### config.mk
export PLATFORM = sky130hd
export DESIGN_NAME = multicycle_main_control
export DESIGN_NICKNAME = d
export VERILOG_FILES = /design/src/rtl/mc_ctrl_pkg.sv /design/src/rtl/multicycle_main_control.sv
export SDC_FILE = /design/constraint.sdc
export NUM_CORES = 1
export LEC_CHECK = 0
export CAP_MARGIN = 20
export CORE_MARGIN = 1.5
export CORE_UTILIZATION = 39
export CTS_CLUSTER_SIZE = 14
export DETAILED_ROUTE_END_ITERATION = 6
export GPL_TIMING_DRIVEN = 0
export PLACE_DENSITY_LB_ADDON = 0.15
export SETUP_SLACK_MARGIN = 0.15
export SYNTH_ARGS = -nofsm -noshare
export SYNTH_HDL_FRONTEND = slang
export SYNTH_SLANG_ARGS = --single-unit
### constraint.sdc
create_clock -name clk -period 1.3 [get_ports clk]
set_input_delay 0.13 -clock clk [delete_from_list [all_inputs] [get_ports clk]]
set_output_delay 0.13 -clock clk [all_outputs]
set_load 0.03 [all_outputs]
### src/rtl/mc_ctrl_pkg.sv
// Shared constants and types for the multicycle main control FSM:
// opcodes, state encodings, ALU-op classes and the control-word layout.
package mc_ctrl_pkg;

  localparam logic [5:0] OP_RTYPE = 6'b000000;
  localparam logic [5:0] OP_LW    = 6'b100011;
  localparam logic [5:0] OP_SW    = 6'b101011;
  localparam logic [5:0] OP_ANDI  = 6'b001100;
  localparam logic [5:0] OP_BEZ   = 6'b011000;
  localparam logic [5:0] OP_BGEZ  = 6'b011001;
  localparam logic [5:0] OP_J     = 6'b000010;
  localparam logic [5:0] OP_JM    = 6'b010010;

  typedef enum logic [3:0] {
    ST_FETCH     = 4'd0,
    ST_DECODE    = 4'd1,
    ST_MEM_ADDR  = 4'd2,
    ST_MEM_READ  = 4'd3,
    ST_MEM_WB    = 4'd4,
    ST_MEM_WRITE = 4'd5,
    ST_JM_READ   = 4'd6,
    ST_R_EXEC    = 4'd7,
    ST_R_WB      = 4'd8,
    ST_I_EXEC    = 4'd9,
    ST_I_WB      = 4'd10,
    ST_BRANCH    = 4'd11,
    ST_JUMP      = 4'd12
  } state_e;

  localparam logic [1:0] ALUOP_ADD   = 2'b00;
  localparam logic [1:0] ALUOP_SUB   = 2'b01;
  localparam logic [1:0] ALUOP_RTYPE = 2'b10;
  localparam logic [1:0] ALUOP_AND   = 2'b11;

  localparam logic [1:0] SRC_B_REG     = 2'b00;
  localparam logic [1:0] SRC_B_FOUR    = 2'b01;
  localparam logic [1:0] SRC_B_IMM     = 2'b10;
  localparam logic [1:0] SRC_B_IMM_SH2 = 2'b11;

  localparam logic [1:0] PC_SRC_ALU    = 2'b00;
  localparam logic [1:0] PC_SRC_ALUOUT = 2'b01;
  localparam logic [1:0] PC_SRC_JUMP   = 2'b10;
  localparam logic [1:0] PC_SRC_MDR    = 2'b11;

  typedef struct packed {
    logic       pc_write;
    logic       pc_write_cond;
    logic       br_sel;
    logic       i_or_d;
    logic       mem_read;
    logic       mem_write;
    logic       ir_write;
    logic       mem_to_reg;
    logic       reg_dst;
    logic       reg_write;
    logic       alu_src_a;
    logic [1:0] alu_src_b;
    logic [1:0] aluop;
    logic [1:0] pc_source;
    logic       illegal_op;
  } ctrl_t;

  localparam ctrl_t CTRL_IDLE = '0;

  // Dispatch target out of DECODE; undefined opcodes fall back to FETCH.
  function automatic state_e decode_target(input logic [5:0] op);
    state_e nxt;
    case (op)
      OP_RTYPE:            nxt = ST_R_EXEC;
      OP_LW, OP_SW, OP_JM: nxt = ST_MEM_ADDR;
      OP_ANDI:             nxt = ST_I_EXEC;
      OP_BEZ, OP_BGEZ:     nxt = ST_BRANCH;
      OP_J:                nxt = ST_JUMP;
      default:             nxt = ST_FETCH;
    endcase
    return nxt;
  endfunction

  function automatic logic is_defined_op(input logic [5:0] op);
    return (op inside {OP_RTYPE, OP_LW, OP_SW, OP_JM, OP_ANDI, OP_BEZ, OP_BGEZ, OP_J});
  endfunction

endpackage

### src/rtl/multicycle_main_control.sv
// Main control FSM of the multicycle datapath: sequences fetch/decode/execute/
// memory/writeback, waits on mem_ready for memory states, drives the ALU-op class.
module multicycle_main_control
  import mc_ctrl_pkg::*;
(
  input  logic       clk,
  input  logic       rst_n,
  input  logic [5:0] opcode,
  input  logic       mem_ready,
  output logic       pc_write,
  output logic       pc_write_cond,
  output logic       br_sel,
  output logic       i_or_d,
  output logic       mem_read,
  output logic       mem_write,
  output logic       ir_write,
  output logic       mem_to_reg,
  output logic       reg_dst,
  output logic       reg_write,
  output logic       alu_src_a,
  output logic [1:0] alu_src_b,
  output logic       aluop1,
  output logic       aluop0,
  output logic [1:0] pc_source,
  output logic       illegal_op
);

  state_e state_q, state_d;
  ctrl_t  ctrl;
  ctrl_t  ctrl_gated;

  // NOTE: sequential state uses non-blocking assignment so every flop samples
  // pre-edge values; blocking here would create order-dependent races.
  always_ff @(posedge clk or negedge rst_n) begin
    if (!rst_n) state_q <= ST_FETCH;
    else        state_q <= state_d;
  end

  // NOTE: every combinational output gets a default before the case statement,
  // so no path leaves a signal unassigned and no latch is inferred.
  always_comb begin
    state_d = state_q;
    unique case (state_q)
      ST_FETCH:     if (mem_ready) state_d = ST_DECODE;
      ST_DECODE:    state_d = decode_target(opcode);
      ST_MEM_ADDR: begin
        case (opcode)
          OP_LW:   state_d = ST_MEM_READ;
          OP_SW:   state_d = ST_MEM_WRITE;
          OP_JM:   state_d = ST_JM_READ;
          default: state_d = ST_FETCH;
        endcase
      end
      ST_MEM_READ:  if (mem_ready) state_d = ST_MEM_WB;
      ST_MEM_WB:    state_d = ST_FETCH;
      ST_MEM_WRITE: if (mem_ready) state_d = ST_FETCH;
      ST_JM_READ:   if (mem_ready) state_d = ST_FETCH;
      ST_R_EXEC:    state_d = ST_R_WB;
      ST_R_WB:      state_d = ST_FETCH;
      ST_I_EXEC:    state_d = ST_I_WB;
      ST_I_WB:      state_d = ST_FETCH;
      ST_BRANCH:    state_d = ST_FETCH;
      ST_JUMP:      state_d = ST_FETCH;
      default:      state_d = ST_FETCH;
    endcase
  end

  always_comb begin
    ctrl = CTRL_IDLE;
    unique case (state_q)
      ST_FETCH: begin
        ctrl.mem_read  = 1'b1;
        ctrl.alu_src_b = SRC_B_FOUR;
        ctrl.aluop     = ALUOP_ADD;
        ctrl.pc_source = PC_SRC_ALU;
        // IR and PC only load on the cycle the read actually completes.
        ctrl.ir_write  = mem_ready;
        ctrl.pc_write  = mem_ready;
      end
      ST_DECODE: begin
        ctrl.alu_src_b  = SRC_B_IMM_SH2;
        ctrl.aluop      = ALUOP_ADD;
        ctrl.illegal_op = ~is_defined_op(opcode);
      end
      ST_MEM_ADDR: begin
        ctrl.alu_src_a = 1'b1;
        ctrl.alu_src_b = SRC_B_IMM;
        ctrl.aluop     = ALUOP_ADD;
      end
      ST_MEM_READ: begin
        ctrl.mem_read = 1'b1;
        ctrl.i_or_d   = 1'b1;
      end
      ST_MEM_WB: begin
        ctrl.reg_write  = 1'b1;
        ctrl.mem_to_reg = 1'b1;
      end
      ST_MEM_WRITE: begin
        ctrl.mem_write = 1'b1;
        ctrl.i_or_d    = 1'b1;
      end
      ST_JM_READ: begin
        ctrl.mem_read  = 1'b1;
        ctrl.i_or_d    = 1'b1;
        ctrl.pc_source = PC_SRC_MDR;
        ctrl.pc_write  = mem_ready;
      end
      ST_R_EXEC: begin
        ctrl.alu_src_a = 1'b1;
        ctrl.alu_src_b = SRC_B_REG;
        ctrl.aluop     = ALUOP_RTYPE;
      end
      ST_R_WB: begin
        ctrl.reg_write = 1'b1;
        ctrl.reg_dst   = 1'b1;
      end
      ST_I_EXEC: begin
        ctrl.alu_src_a = 1'b1;
        ctrl.alu_src_b = SRC_B_IMM;
        ctrl.aluop     = ALUOP_AND;
      end
      ST_I_WB: begin
        ctrl.reg_write = 1'b1;
      end
      ST_BRANCH: begin
        ctrl.alu_src_a     = 1'b1;
        ctrl.alu_src_b     = SRC_B_REG;
        ctrl.aluop         = ALUOP_SUB;
        ctrl.pc_write_cond = 1'b1;
        ctrl.pc_source     = PC_SRC_ALUOUT;
        ctrl.br_sel        = (opcode == OP_BGEZ);
      end
      ST_JUMP: begin
        ctrl.pc_write  = 1'b1;
        ctrl.pc_source = PC_SRC_JUMP;
      end
      default: ctrl = CTRL_IDLE;
    endcase
  end

  // Reset must silence memory and PC strobes immediately, not at the next edge.
  assign ctrl_gated = rst_n ? ctrl : CTRL_IDLE;

  assign pc_write      = ctrl_gated.pc_write;
  assign pc_write_cond = ctrl_gated.pc_write_cond;
  assign br_sel        = ctrl_gated.br_sel;
  assign i_or_d        = ctrl_gated.i_or_d;
  assign mem_read      = ctrl_gated.mem_read;
  assign mem_write     = ctrl_gated.mem_write;
  assign ir_write      = ctrl_gated.ir_write;
  assign mem_to_reg    = ctrl_gated.mem_to_reg;
  assign reg_dst       = ctrl_gated.reg_dst;
  assign reg_write     = ctrl_gated.reg_write;
  assign alu_src_a     = ctrl_gated.alu_src_a;
  assign alu_src_b     = ctrl_gated.alu_src_b;
  assign aluop1        = ctrl_gated.aluop[1];
  assign aluop0        = ctrl_gated.aluop[0];
  assign pc_source     = ctrl_gated.pc_source;
  assign illegal_op    = ctrl_gated.illegal_op;

endmodule

==> flow_summary.ini, run 1 <==
[cts]
clk_path_buf_depth = 2
htree_levels = 1
numCtsBuffers = 3
root_buffer = clkbuf_4
cts_sinks = 4

[place]
post-place-ws_ns = -1.23
portBuffers = 24
gp_congestion = 0.837
numPlacedInstances = 163
dp_hpwl_um = 1710

[synthesis]
synth.area.mux_share_pct = 0
synthArstFlopShare_pct = 100
synth_cell_types = 40
synth_simple_gate_area_share_pct = 46.5
netlist_instances = 114
syn_area_um2 = 732
ys_seq_area_share_pct = 13.7
syn_area_per_cell_um2 = 6.42
ys_ff_latch = 4
synth_top_family_by_area = simple AND/OR/NAND/NOR gates
yosys.area_share.xor_xnor_pct = 3.59
synth_fa_ha_area_share_pct = 0
synth_compound_area_share_pct = 29.4
synth_ff_type = dfrtp_1
synth_fp_nets = 123
synth-warning-count = 0
synth_edf_count = 0

[run_status]
outcome = did not finish
lastStage = global routing (5_1_grt)
firstError = [ERROR DPL-0038] Utilization greater than 100%, impossible to legalize

[floorplanning]
start_util_pct = 41.9
io_pins = 27
rows = 15
die_w_um = 46.3
die_y_um = 46.3

[timing]
crit_endpoint = illegal_op
worstEndpointType = output port

[global_route]
grt_max_degree = 11
what timing repair did:
action | 4_1_cts
hold buffers | 1
hold endpoints to repair | 4
setup endpoints to repair | 22
gates resized for setup | 141
setup buffers | 15
pin swaps | 5
gates cloned | 0
cells in the mapped netlist, drive strengths merged (3+ instances only):
master / n / area, µm²
nor2b: 5 / 31.3
nor3b: 3 / 22.5
buf: 6 / 35.0
nor2: 18 / 67.6
nor3: 5 / 25.0
a21oi: 10 / 50.1
nand2b: 5 / 31.3
a211oi: 4 / 30.0
o21ai: 6 / 30.0
and2: 4 / 26.3
nand3b: 3 / 22.5
nand2: 11 / 41.3
dfrtp: 4 / 100
kinds of logic after synthesis:
group / after synthesis
AO/OA/AOI/OAI: 33
XOR/XNOR: 3
buffers and inverters: 10
flip-flops: 4
AND/OR/NAND/NOR: 64
through the flow:
stage | area (µm²) | TNS (ns)
after detailed placement | 1190 | -18.83
after global placement | 1190 | -18.40
after CTS | 1470 | -3.98
after floorplan | 923 | -0.0789
==> run 2, diff against run 1 <==
- CORE_AREA: default -> 2 2 63 65
- CORE_MARGIN: 1.5 -> default
- CORE_UTILIZATION: 39 -> default
- CTS_CLUSTER_SIZE: 14 -> default
- DIE_AREA: default -> 0 0 65 67
- SETUP_SLACK_MARGIN: 0.15 -> default
- clock period: 1.3 -> 1.7 ns (I/O delays scaled with it)
==> run 2 against run 1 <==
Synthesized cell count did not move. The flow now finishes without violations. Area after synthesis did not move.
==> flow_summary.ini, run 2 <==
[floorplanning]
die_w_um = 65
die_y_um = 67
core-area_um2 = 3610
start_util_pct = 20.3
die-area_um2 = 4360
rows = 22
io_pins = 27

[setup_path]
cpMostUsedCell = buf_6
endpoint_kind = primary output
worstRegToRegCells = 3
critPathTopFamily = flip-flops
critPathLaunchType = register
crit_type = register to primary output
r2r_slack_ns = 0.24
critical_path_arrival_ns = 1.52
critical_path_peak_fanout = 10
crit_chain = buf_6, or2_4, a211oi_2, o311a_1, buf_6
critPathBufInv = 2
required_ns = 1.53
worstReg2RegStart = state_q[3]$_DFFE_PN0P_
critPathLaunch = state_q[3]$_DFFE_PN0P_
r2r_end = state_q[0]$_DFFE_PN0P_
crit_cells = 5
slowest_delay_ns = 0.43
cp_slowest_cell = dfrtp_2
crit_end = illegal_op

[timing]
fin_skew_ns = 0.00193
period_share_pct = 99.6
drv_slew = 0
setup_viol = 0
rsz0062_at_grt = true
timing.fmax_ghz = 0.590
min_period_ns = 1.69
slew_headroom_pct = 66.9
worst_pin_slew_ns = 0.490
finalHoldViolCount = 0

[hold_path]
min-delay-start = opcode[3]
min_path_type = input pin to register
whs_path_depth = 4

[route]
drtPass1Iterations = 4
ant_nets = 0
totalWireLength_um = 2510
dr.first_iter.drc_count = 38
wl_per_cell_um = 12.8
drc = 0
vias = 938
drt-vias-per-instance = 4.81

[synthesis]
synth.top_cell.area_share_pct = 13.7
synth_ff_type = dfrtp_1
syn_area_per_cell_um2 = 6.42
synth_cell_types = 40
synthArstFlopShare_pct = 100
ys_ff_latch = 4
synth_fp_nets = 123
synth-warning-count = 0
ys_seq_area_share_pct = 13.7
synth_edf_count = 0
synth.largest_area_cell = dfrtp_1
synthTopCellsByArea = dfrtp_1, nor2_1, a21oi_1
synth.most_common_cell = nor2_1
netlist_instances = 114
synth_common_cells = nor2_1, nand2_1, a21oi_1
syn_area_um2 = 732

[cells_and_area]
largest_reg_flops = 4
nets = 158
layout_commonest_cell = nor2_1
finalNonFillerCells = 195
design_area_um2 = 1190
largestRegisters = state_q: 4 flops
diodes = 0
drive_gt1_share_pct = 36.7
mostFrequentLayoutCells = nor2_1, buf_4, a21oi_1, nand2_1, dlygate4sd2_1
syn2layout_area_growth_pct = 62.6
top_register = state_q

[place]
placed_cell_area_um2 = 1050
numPlacedInstances = 186
gp_congestion = 0.832
dp_hpwl_um = 1830
portBuffers = 24

[global_route]
grt_overflow_total = 0
grt_pass1_vias = 871
grt_first_pass_wirelength_um = 4100
track_usage_pct = 11.9
grt_max_degree = 11
antenna_found_initial = 0

[pwr]
combPwrFrac_pct = 51.3
p_int_mw = 0.399
p_total_mw = 0.652
clock_power_share_pct = 29.6
switching_share_pct = 38.8
max-vdd-ir-drop_mv = 0.172
power_leakage_nw = 0.488
p_per_area_nw_per_um2 = 548
seqPwrFrac_pct = 19.1
switchingPower_mw = 0.253

[cts]
clk_pin_slew_ns = 0.03
numCtsBuffers = 3
root_buffer = clkbuf_8
htree_levels = 1
cts_sinks = 4
clk_latency_ns = 0.21
clk_path_buf_depth = 2
cts_tree = yes

[run_status]
outcome = finished clean

[run]
drv_cap = 0
==> run 2: cell counts after synthesis <==
Identical to the previous run, type by type.
==> run 2: final cells by class <==
class                      instances  area (µm²)
buffer                             8        75.1
clock buffer                       3        41.3
fill                             403        2420
inverter                           2        7.51
multi-input combinational        100         668
sequential                         4         104
tap                               48        60.1
timing repair buffer              30         234
==> run 2: stage by stage <==
step / hold WS (ns) / utilization [%] / setup TNS, ns / setup slack (ns)
after global placement: 0.393 / 29.0 / -10.90 / -0.833
after global routing: 0.373 / 33.0 / -0.0431 / -0.0429
after floorplan: -0.126 / - / 0 / 0.0202
after CTS: 0.367 / 32.5 / -0.000906 / -0.000906
after detailed placement: 0.395 / 29.0 / -11.53 / -0.848
final: 0.359 / 33.0 / 0 / 0.00623
==> run 2: power groups by stage <==
stage	combinational, mW	clock (mW)	sequential (mW)
floorplan	0.195	0	0.114
CTS	0.322	0.201	0.123
global route	0.364	0.206	0.125
detailed placement	0.296	0	0.120
finish	0.335	0.193	0.124
global placement	0.295	0	0.120
==> run 2: per-layer routing <==
metal | up-vias | routed length, µm | GRT usage (%) | share of wire [%]
met3 | 2 | 78 | 1.18 | 3.1
li1 | 480 | - | - | -
met1 | 430 | 1260 | 16.3 | 50
met4 | 0 | 31 | 3.72 | 1.2
met2 | 26 | 1130 | 19.6 | 45
met5 | - | 0 | 0 | 0
==> run 2: worst min-delay path by stage <==
stage | endpoint | slack, ns
floorplan | state_q[0]$_DFFE_PN0P_ | -0.13
global placement | state_q[0]$_DFFE_PN0P_ | 0.39
detailed placement | state_q[0]$_DFFE_PN0P_ | 0.40
CTS | state_q[3]$_DFFE_PN0P_ | 0.37
global route | state_q[3]$_DFFE_PN0P_ | 0.37
finish | state_q[3]$_DFFE_PN0P_ | 0.36
==> run 2: kinds of logic (layout without fill, tap and decap cells) <==
kind of cell           count (synthesis)  count (layout)  synth area share [%]
XOR/XNOR                               3               3                  3.59
AO/OA/AOI/OAI                         33              33                  29.4
buffers and inverters                 10              43                  6.84
flip-flops                             4               4                  13.7
AND/OR/NAND/NOR                       64              64                  46.5
==> run 2: worst reg2reg max path: stages (launching register included) <==
cell,delay [ns]
dfrtp_2,0.43
buf_6,0.15
or2_4,0.24
o311ai_0,0.48
==> run 2: timing repair <==
item,in CTS,in global routing
buffers inserted,4,1
setup endpoints to repair,18,10
hold buffers,1,0
pin swaps,3,2
hold endpoints to repair,4,0
resized for setup,101,17
Note: power is estimated with default switching activity, not from simulation.
